--- config.mk ---
export PLATFORM = sky130hd
export DESIGN_NAME = fetch_unit
export DESIGN_NICKNAME = d
export VERILOG_FILES = /design/src/rtl/fetch_unit.sv
export SDC_FILE = /design/constraint.sdc
export NUM_CORES = 1
export LEC_CHECK = 0
export CORE_MARGIN = 1.5
export CORE_UTILIZATION = 30
export DETAILED_ROUTE_END_ITERATION = 10
export PLACE_DENSITY = 0.64
export SLEW_MARGIN = 15
export SYNTH_ARGS = -nofsm -noshare
export SYNTH_HDL_FRONTEND = slang
export SYNTH_SLANG_ARGS = --single-unit
export TNS_END_PERCENT = 10
--- constraint.sdc ---
create_clock -name clk -period 7.1 [get_ports clk]
set_input_delay 1.42 -clock clk [delete_from_list [all_inputs] [get_ports clk]]
set_output_delay 1.42 -clock clk [all_outputs]
set_load 0.02 [all_outputs]
--- src/rtl/fetch_unit.sv ---
// fetch_unit: multicycle instruction fetch stage. Holds the PC, fetches one word per
// imem req/ack handshake and redirects on jump/branch. Optional FETCH_TIMEOUT_EN adds an ack timeout.
module fetch_unit #(
   parameter logic [31:0] RESET_PC       = 32'h0000_0000,
   parameter int          TIMEOUT_CYCLES = 15
) (
   input  logic        clk,
   input  logic        reset,
   output logic        imem_req,
   output logic [31:0] imem_addr,
   input  logic        imem_ack,
   input  logic [31:0] imem_rdata,
   input  logic        stall,
   input  logic        branch_taken,
   input  logic [31:0] branch_offset,
   input  logic        jump,
   input  logic [25:0] jump_target,
   output logic [31:0] instr,
   output logic [15:0] imm,
   output logic        instr_valid,
   output logic [31:0] pc,
   output logic [31:0] pc_plus4,
   output logic        fetch_err
);

   typedef enum logic [1:0] {
      RST   = 2'd0,
      FETCH = 2'd1,
      ISSUE = 2'd2,
      HALT  = 2'd3
   } state_t;

   state_t      state, state_nx;
   logic [31:0] pc_nx;
   logic        expired;

   assign pc_plus4  = pc + 32'd4;
   assign imem_addr = {pc[31:2], 2'b00};
   assign imm       = instr[15:0];

`ifdef FETCH_TIMEOUT_EN
   localparam int CNT_W = $clog2(TIMEOUT_CYCLES + 1);

   logic [CNT_W-1:0] wait_cnt;

   // An ack on the limit cycle wins over the timeout.
   assign expired = (state == FETCH) && !imem_ack &&
                    (wait_cnt == CNT_W'(TIMEOUT_CYCLES - 1));

   always_ff @(posedge clk) begin
      if (reset || state != FETCH)
         wait_cnt <= '0;
      else if (!imem_ack)
         wait_cnt <= wait_cnt + 1'b1;
   end

   always_ff @(posedge clk) begin
      if (reset)
         fetch_err <= 1'b0;
      else if (expired)
         fetch_err <= 1'b1;
   end
`else
   assign expired   = 1'b0;
   assign fetch_err = 1'b0;
`endif

   // State register; pc and instr move with it.
   always_ff @(posedge clk) begin
      if (reset) begin
         state <= RST;
         pc    <= RESET_PC;
         instr <= '0;
      end else begin
         state <= state_nx;
         pc    <= pc_nx;
         if (state == FETCH && imem_ack)
            instr <= imem_rdata;
      end
   end

   always_comb begin
      state_nx = state;
      case (state)
         RST:     state_nx = FETCH;
         FETCH: begin
            if (imem_ack)
               state_nx = ISSUE;
            else if (expired)
               state_nx = HALT;
         end
         ISSUE: begin
            if (!stall)
               state_nx = FETCH;
         end
         default: state_nx = state;
      endcase
   end

   // Redirect is taken only when the issued instruction is consumed.
   always_comb begin
      pc_nx = pc;
      if (state == ISSUE && !stall) begin
         if (jump)
            pc_nx = {pc_plus4[31:28], jump_target, 2'b00};
         else if (branch_taken)
            pc_nx = pc_plus4 + (branch_offset << 2);
         else
            pc_nx = pc_plus4;
      end
   end

   always_comb begin
      imem_req    = 1'b0;
      instr_valid = 1'b0;
      case (state)
         FETCH:   imem_req    = 1'b1;
         ISSUE:   instr_valid = 1'b1;
         default: ;
      endcase
   end

endmodule
==> results.json, run 1 <==
{
  "status": "complete, no violations",
  "core_area_um2": 18000,
  "whs_ns": 0.453,
  "total_power_mw": 1.22,
  "busiest_layer": "met2",
  "yosysUniqueCellTypes": 70,
  "clk_latency_ns": 0.32,
  "crit_path_start_kind": "flip-flop",
  "critPathMaxFanout": 8,
  "min_to": "instr[16]$_SDFFE_PP0P_",
  "power_density_nw_per_um2": 153,
  "syn_inst": 745,
  "drt_wl_total_mm": 19.0,
  "dp.cells": 1132,
  "syn_area_per_cell_um2": 7.36,
  "ys_ff_latch": 64,
  "grt-ovfl-total": 0,
  "clock-root-buffer": "clkbuf_16",
  "rows": 49,
  "path_class": "flip-flop to output port",
  "post-cts-setup-buffers": 0,
  "clk_pin_slew_ns": 0.06,
  "fmax_ghz": 0.214,
  "clockBufferDepth": 2,
  "cts_resized": 0,
  "ys_async_sr_fraction": 0,
  "hold_viol": 0,
  "ant_nets": 0,
  "min_path_cells": 2,
  "grt_usage": 0.191,
  "num-nets-final": 1047,
  "crit_path_cell_trace": "ha_1, and4_1, nand4_1, nor3_2, and2_1, xor2_1, clkdlybuf4s50_1",
  "end_kind": "output port",
  "vias": 6004,
  "drive_above_1_share": 0.0413,
  "period_needed_ns": 4.67,
  "synth-edff-count": 0,
  "cp.arrival_ns": 3.25,
  "post-route-period-util": 0.658,
  "portBuffers": 233,
  "grt_pass1_vias": 5406,
  "slew_headroom": 0.246,
  "synthToLayoutAreaGrowth_pct": 45.5,
  "crit_buf_inv": 1,
  "hpwl_mm": 14.6,
  "drt-initial-drc-count": 371,
  "r2r_cells": 14,
  "use_met3": 0.0495,
  "synth.cell_area_um2": 5480,
  "wl_per_cell_um": 16.5,
  "min_path_type": "flip-flop to flip-flop",
  "io_pins": 243,
  "num_antenna_cells": 0,
  "drt_pass1_iterations": 7,
  "finalClockSkew_ns": 0.00670,
  "antenna_found_initial": 0,
  "max_stage_delay_ns": 0.65,
  "ys.flop_type": "dfxtp_1",
  "start_util": 0.305,
  "yosys_warnings": 0,
  "tightest_slew_ns": 1.13,
  "r2r-end": "pc[31]$_SDFFE_PP0P_",
  "drc_errors": 0,
  "setup_tns_ns": 0,
  "rrSetupSlack_ns": 2.78,
  "gr-usage-met1": 0.255,
  "ys_seq_area_frac": 0.234,
  "grt_max_degree": 64,
  "cts_inserted_buffers": 9,
  "rsz0062_at_grt": "no",
  "cap_violations": 0,
  "hp-start": "instr[16]$_SDFFE_PP0P_",
  "crit_family": "simple AND/OR/NAND/NOR gates",
  "required_ns": 5.68,
  "place.gp.congestion": 0.824,
  "layoutNonFillerInstCount": 1148,
  "die_h_um": 138,
  "ir_drop_uv": 125,
  "met2_usage": 0.311,
  "grt_pass1_wl_mm": 29.5,
  "setup-violations-final": 0,
  "clkSinkCount": 64,
  "cts_tree": "yes",
  "vias_per_cell": 5.23,
  "htreeDepth": 3,
  "cellLeakagePower_nw": 3.04,
  "die_x_um": 138,
  "reg2reg_from": "pc[2]$_SDFFE_PP0P_",
  "fp.dieArea_um2": 19100,
  "cts_hold_buffers": 0,
  "slowest_stage": "clkdlybuf4s50_1",
  "slew_violations": 0
}
-- per-layer routing --
| metal | vias up | share of wire | routed length, um |
|---|---|---|---|
| li1 | 2944 | - | - |
| met1 | 2806 | 0.44 | 8430 |
| met2 | 237 | 0.47 | 8860 |
| met3 | 17 | 0.078 | 1470 |
| met4 | 0 | 0.012 | 220 |
| met5 | - | 0 | 0 |
-- where the power goes --
| group | switching [mW] | leakage, nW | internal (mW) |
|---|---|---|---|
| Sequential | 0.0171 | 0.520 | 0.375 |
| Combinational | 0.171 | 2.36 | 0.155 |
| Clock | 0.161 | 0.162 | 0.342 |
| Total | 0.349 | 3.04 | 0.872 |
-- cell type report --
cell class	count	area [um2]
Multi-Input combinational cell	586	3640
Fill cell	1830	9990
Sequential cell	64	1280
Clock buffer	10	229
Tap cell	229	287
Inverter	13	48.8
Timing Repair Buffer	240	2380
Clock inverter	6	108
-- synth_stat cells (all sizes together) (7+ instances only) --
| library cell | number | share of area |
|---|---|---|
| nand2 | 116 | 0.079 |
| a21oi | 90 | 0.083 |
| dfxtp | 64 | 0.23 |
| nor2 | 61 | 0.042 |
| buf | 58 | 0.076 |
| ha | 36 | 0.082 |
| o21ai | 34 | 0.032 |
| clkbuf | 30 | 0.021 |
| xnor2 | 29 | 0.046 |
| nand3 | 21 | 0.019 |
| xor2 | 21 | 0.034 |
| nand4 | 17 | 0.019 |
| inv | 13 | 0.0089 |
| a21o | 10 | 0.014 |
| and3 | 10 | 0.012 |
| and2 | 9 | 0.010 |
| a211o | 8 | 0.013 |
| o211ai | 8 | 0.011 |
| a211oi | 7 | 0.010 |
| and4 | 7 | 0.011 |
| nand2b | 7 | 0.0080 |
-- kinds of logic after synthesis --
family	Yosys count	synth area share
other cells	1	0.000684
flops	64	0.234
fa+ha+maj	37	0.0858
compound gates	212	0.252
simple gates	277	0.237
mux	3	0.00548
buf+inv	101	0.106
xor+xnor	50	0.0799
-- sequential cells by signal, summed over array words and instances (netlist names) --
name and count:
instr 32, pc 30, state 2
-- cells in the final DEF (no fill, tap or decap), types with 5 or more instances in the layout --
cell type | netlist | layout
a211o_1 | 8 | 8
a211oi_1 | 6 | 6
a21o_1 | 10 | 10
a21oi_1 | 89 | 89
a221o_1 | 5 | 5
and2_1 | 9 | 9
and3_1 | 9 | 9
and4_1 | 7 | 7
buf_4 | 53 | 7
clkbuf_16 | 0 | 9
clkdlybuf4s50_1 | 0 | 232
conb_1 | 1 | 7
dfxtp_1 | 64 | 64
ha_1 | 36 | 36
inv_1 | 13 | 13
nand2_1 | 116 | 116
nand2b_1 | 7 | 7
nand3_1 | 21 | 21
nand4_1 | 17 | 17
nor2_1 | 61 | 61
nor2b_1 | 6 | 6
o211ai_1 | 8 | 8
o21ai_0 | 32 | 32
o21bai_1 | 5 | 5
o22ai_1 | 6 | 6
xnor2_1 | 29 | 29
xor2_1 | 21 | 21
-- worst register-to-register path, delay by kind of cell, from the launching register on --
family | cells | cell delay, ns
AND/OR/NAND/NOR | 7 | 1.69
AO/OA/AOI/OAI | 4 | 1.25
XOR/XNOR | 1 | 0.24
flip-flops | 1 | 0.49
adder cells (fa/ha/maj) | 2 | 0.60
-- metrics by stage --
stage / cell area (um2) / setup WS [ns] / util
after global placement: 7640 / 2.61 / 0.425
after CTS: 7980 / 2.43 / 0.444
after floorplan: 5510 / 3.26 / -
after detailed placement: 7640 / 2.56 / 0.425
after global routing: 7980 / 2.26 / 0.444
final: 7980 / 2.43 / 0.444
-- worst max-delay path by stage --
stage	startpoint	end	depth (start not counted)
floorplan	pc[2]$_SDFFE_PP0P_	pc[31]$_SDFFE_PP0P_	14
global placement	branch_offset[0]	pc[28]$_SDFFE_PP0P_	10
detailed placement	branch_offset[0]	pc[28]$_SDFFE_PP0P_	10
CTS	pc[2]$_SDFFE_PP0P_	pc_plus4[30]	7
global route	pc[4]$_SDFFE_PP0P_	pc_plus4[25]	7
finish	pc[2]$_SDFFE_PP0P_	pc_plus4[30]	7
Power figures use the tool's default switching activity.
==> inputs of run 2 (changes only) <==
PLACE_DENSITY = 0.66   (was 0.64)
clock period = 4.1 ns   (was 7.1 ns; I/O delays follow)
==> results.json, run 2 (synthesis results as in run 1) <==
{
  "status": "complete, no violations",
  "rrSetupSlack_ns": 0.27,
  "ir_drop_uv": 166,
  "clk_pin_slew_ns": 0.05,
  "num-nets-final": 1086,
  "tightest_slew_ns": 1.08,
  "largest_reg_flops": 32,
  "fp.dieArea_um2": 19100,
  "grt_usage": 0.198,
  "period_needed_ns": 3.85,
  "post-route-period-util": 0.939,
  "grt_pass1_wl_mm": 30.7,
  "wl_per_cell_um": 16.4,
  "postPlaceCellArea_um2": 7930,
  "layout_commonest_cell": "clkdlybuf4s50_1",
  "rsz0062_at_grt": "no",
  "hold_viol": 0,
  "met2_usage": 0.329,
  "required_ns": 3.28,
  "final_cell_mix": "232 x clkdlybuf4s50_1, 116 x nand2_1, 89 x a21oi_1",
  "gr-usage-met1": 0.256,
  "vias_per_cell": 5.14,
  "grt_pass1_vias": 5742,
  "slew_violations": 0,
  "clock-root-buffer": "clkbuf_16",
  "slew_headroom": 0.275,
  "drc_errors": 0,
  "synthToLayoutAreaGrowth_pct": 50.1,
  "grt-ovfl-total": 0,
  "cts_inserted_buffers": 9,
  "die_h_um": 138,
  "io_pins": 243,
  "path_class": "flip-flop to output port",
  "use_met3": 0.0516,
  "grt_max_degree": 35,
  "drt_wl_total_mm": 19.4,
  "drt_pass1_iterations": 5,
  "portBuffers": 233,
  "min_path_type": "flip-flop to flip-flop",
  "num_antenna_cells": 0,
  "cts_resized": 0,
  "fmax_ghz": 0.260,
  "cts_tree": "yes",
  "drive_above_1_share": 0.0856,
  "drt-initial-drc-count": 356,
  "power_density_nw_per_um2": 238,
  "antenna_found_initial": 1,
  "end_kind": "output port",
  "whs_ns": 0.452,
  "cap_violations": 0,
  "place.gp.congestion": 0.852,
  "cts_hold_buffers": 0,
  "start_util": 0.305,
  "reg_top3": "instr (32), pc (30), state (2)",
  "startpoint": "pc[10]$_SDFFE_PP0P_",
  "clk_latency_ns": 0.32,
  "hp-start": "instr[24]$_SDFFE_PP0P_",
  "cellLeakagePower_nw": 3.24,
  "rows": 49,
  "setup_tns_ns": 0,
  "finalClockSkew_ns": 0.00249,
  "clockBufferDepth": 2,
  "core_area_um2": 18000,
  "post-cts-setup-buffers": 0,
  "hpwl_mm": 15.4,
  "setup-violations-final": 0,
  "regMostFlops": "instr",
  "busiest_layer": "met2",
  "n_fill_cell": 1811,
  "fin_area_um2": 8230,
  "total_power_mw": 1.96,
  "htreeDepth": 3,
  "die_x_um": 138,
  "crit_path_start_kind": "flip-flop",
  "vias": 6101,
  "reg2reg_from": "pc[10]$_SDFFE_PP0P_",
  "critPathMaxFanout": 6,
  "ant_nets": 0,
  "cp.arrival_ns": 3.03,
  "clkSinkCount": 64
}
[run 2: cell types whose count changed in the layout (fill, tap and decap cells not counted), sizes merged]
cell,previous run,this run
clkinvlp,1,2
bufinv,3,0
clkinv,2,4
buf,8,47
[run 2: cell type report]
class / instances / area [um2] / share of cell area
inverters: 13 / 48.8 / 0.00593
clock inverters: 6 / 35.0 / 0.00426
well taps: 229 / 287 / 0.0348
flip-flops and latches: 64 / 1280 / 0.156
clock buffers: 10 / 239 / 0.0290
multi-input cells: 586 / 3670 / 0.446
repair buffers: 279 / 2670 / 0.325
[run 2: critical path, cell delays in order, from the launching register on]
cell             delay, ns
dfxtp_1               0.44
and4_1                0.27
nand3_1               0.16
or2_1                 0.32
nor2_1                0.21
nand3_1               0.13
xnor2_1               0.38
buf_4                 0.20
clkdlybuf4s50_1       0.59
[run 2: layer usage]
| metal | share of wire | up-vias | routed length [um] |
|---|---|---|---|
| li1 | - | 3022 | - |
| met1 | 0.45 | 2815 | 8690 |
| met2 | 0.46 | 238 | 8990 |
| met3 | 0.072 | 24 | 1400 |
| met4 | 0.018 | 2 | 357 |
| met5 | 0.00057 | - | 11 |
[run 2: path summary, 6_finish.rpt]
kind / endpoint / depth (start not counted)
worst min-delay path: instr[24]$_SDFFE_PP0P_ / 2
worst max-delay path: pc_plus4[25] / 8
worst max register to register: pc[30]$_SDFFE_PP0P_ / 14
worst min register to register: instr[24]$_SDFFE_PP0P_ / 2
[run 2: where the power goes]
group	switching (mW)	internal, mW	leakage (nW)
clock	0.281	0.421	0.134
combinational	0.304	0.283	2.59
sequential	0.0249	0.650	0.520
total	0.610	1.35	3.24
[run 2: through the flow]
stage                     setup WS, ns   util  cells
after floorplan                  0.255      -    751
after global placement           0.153  0.442   1171
after detailed placement         0.101  0.442   1171
after CTS                        0.215  0.457   1187
after global routing           0.00486  0.458   1187
final                            0.252  0.458   1187
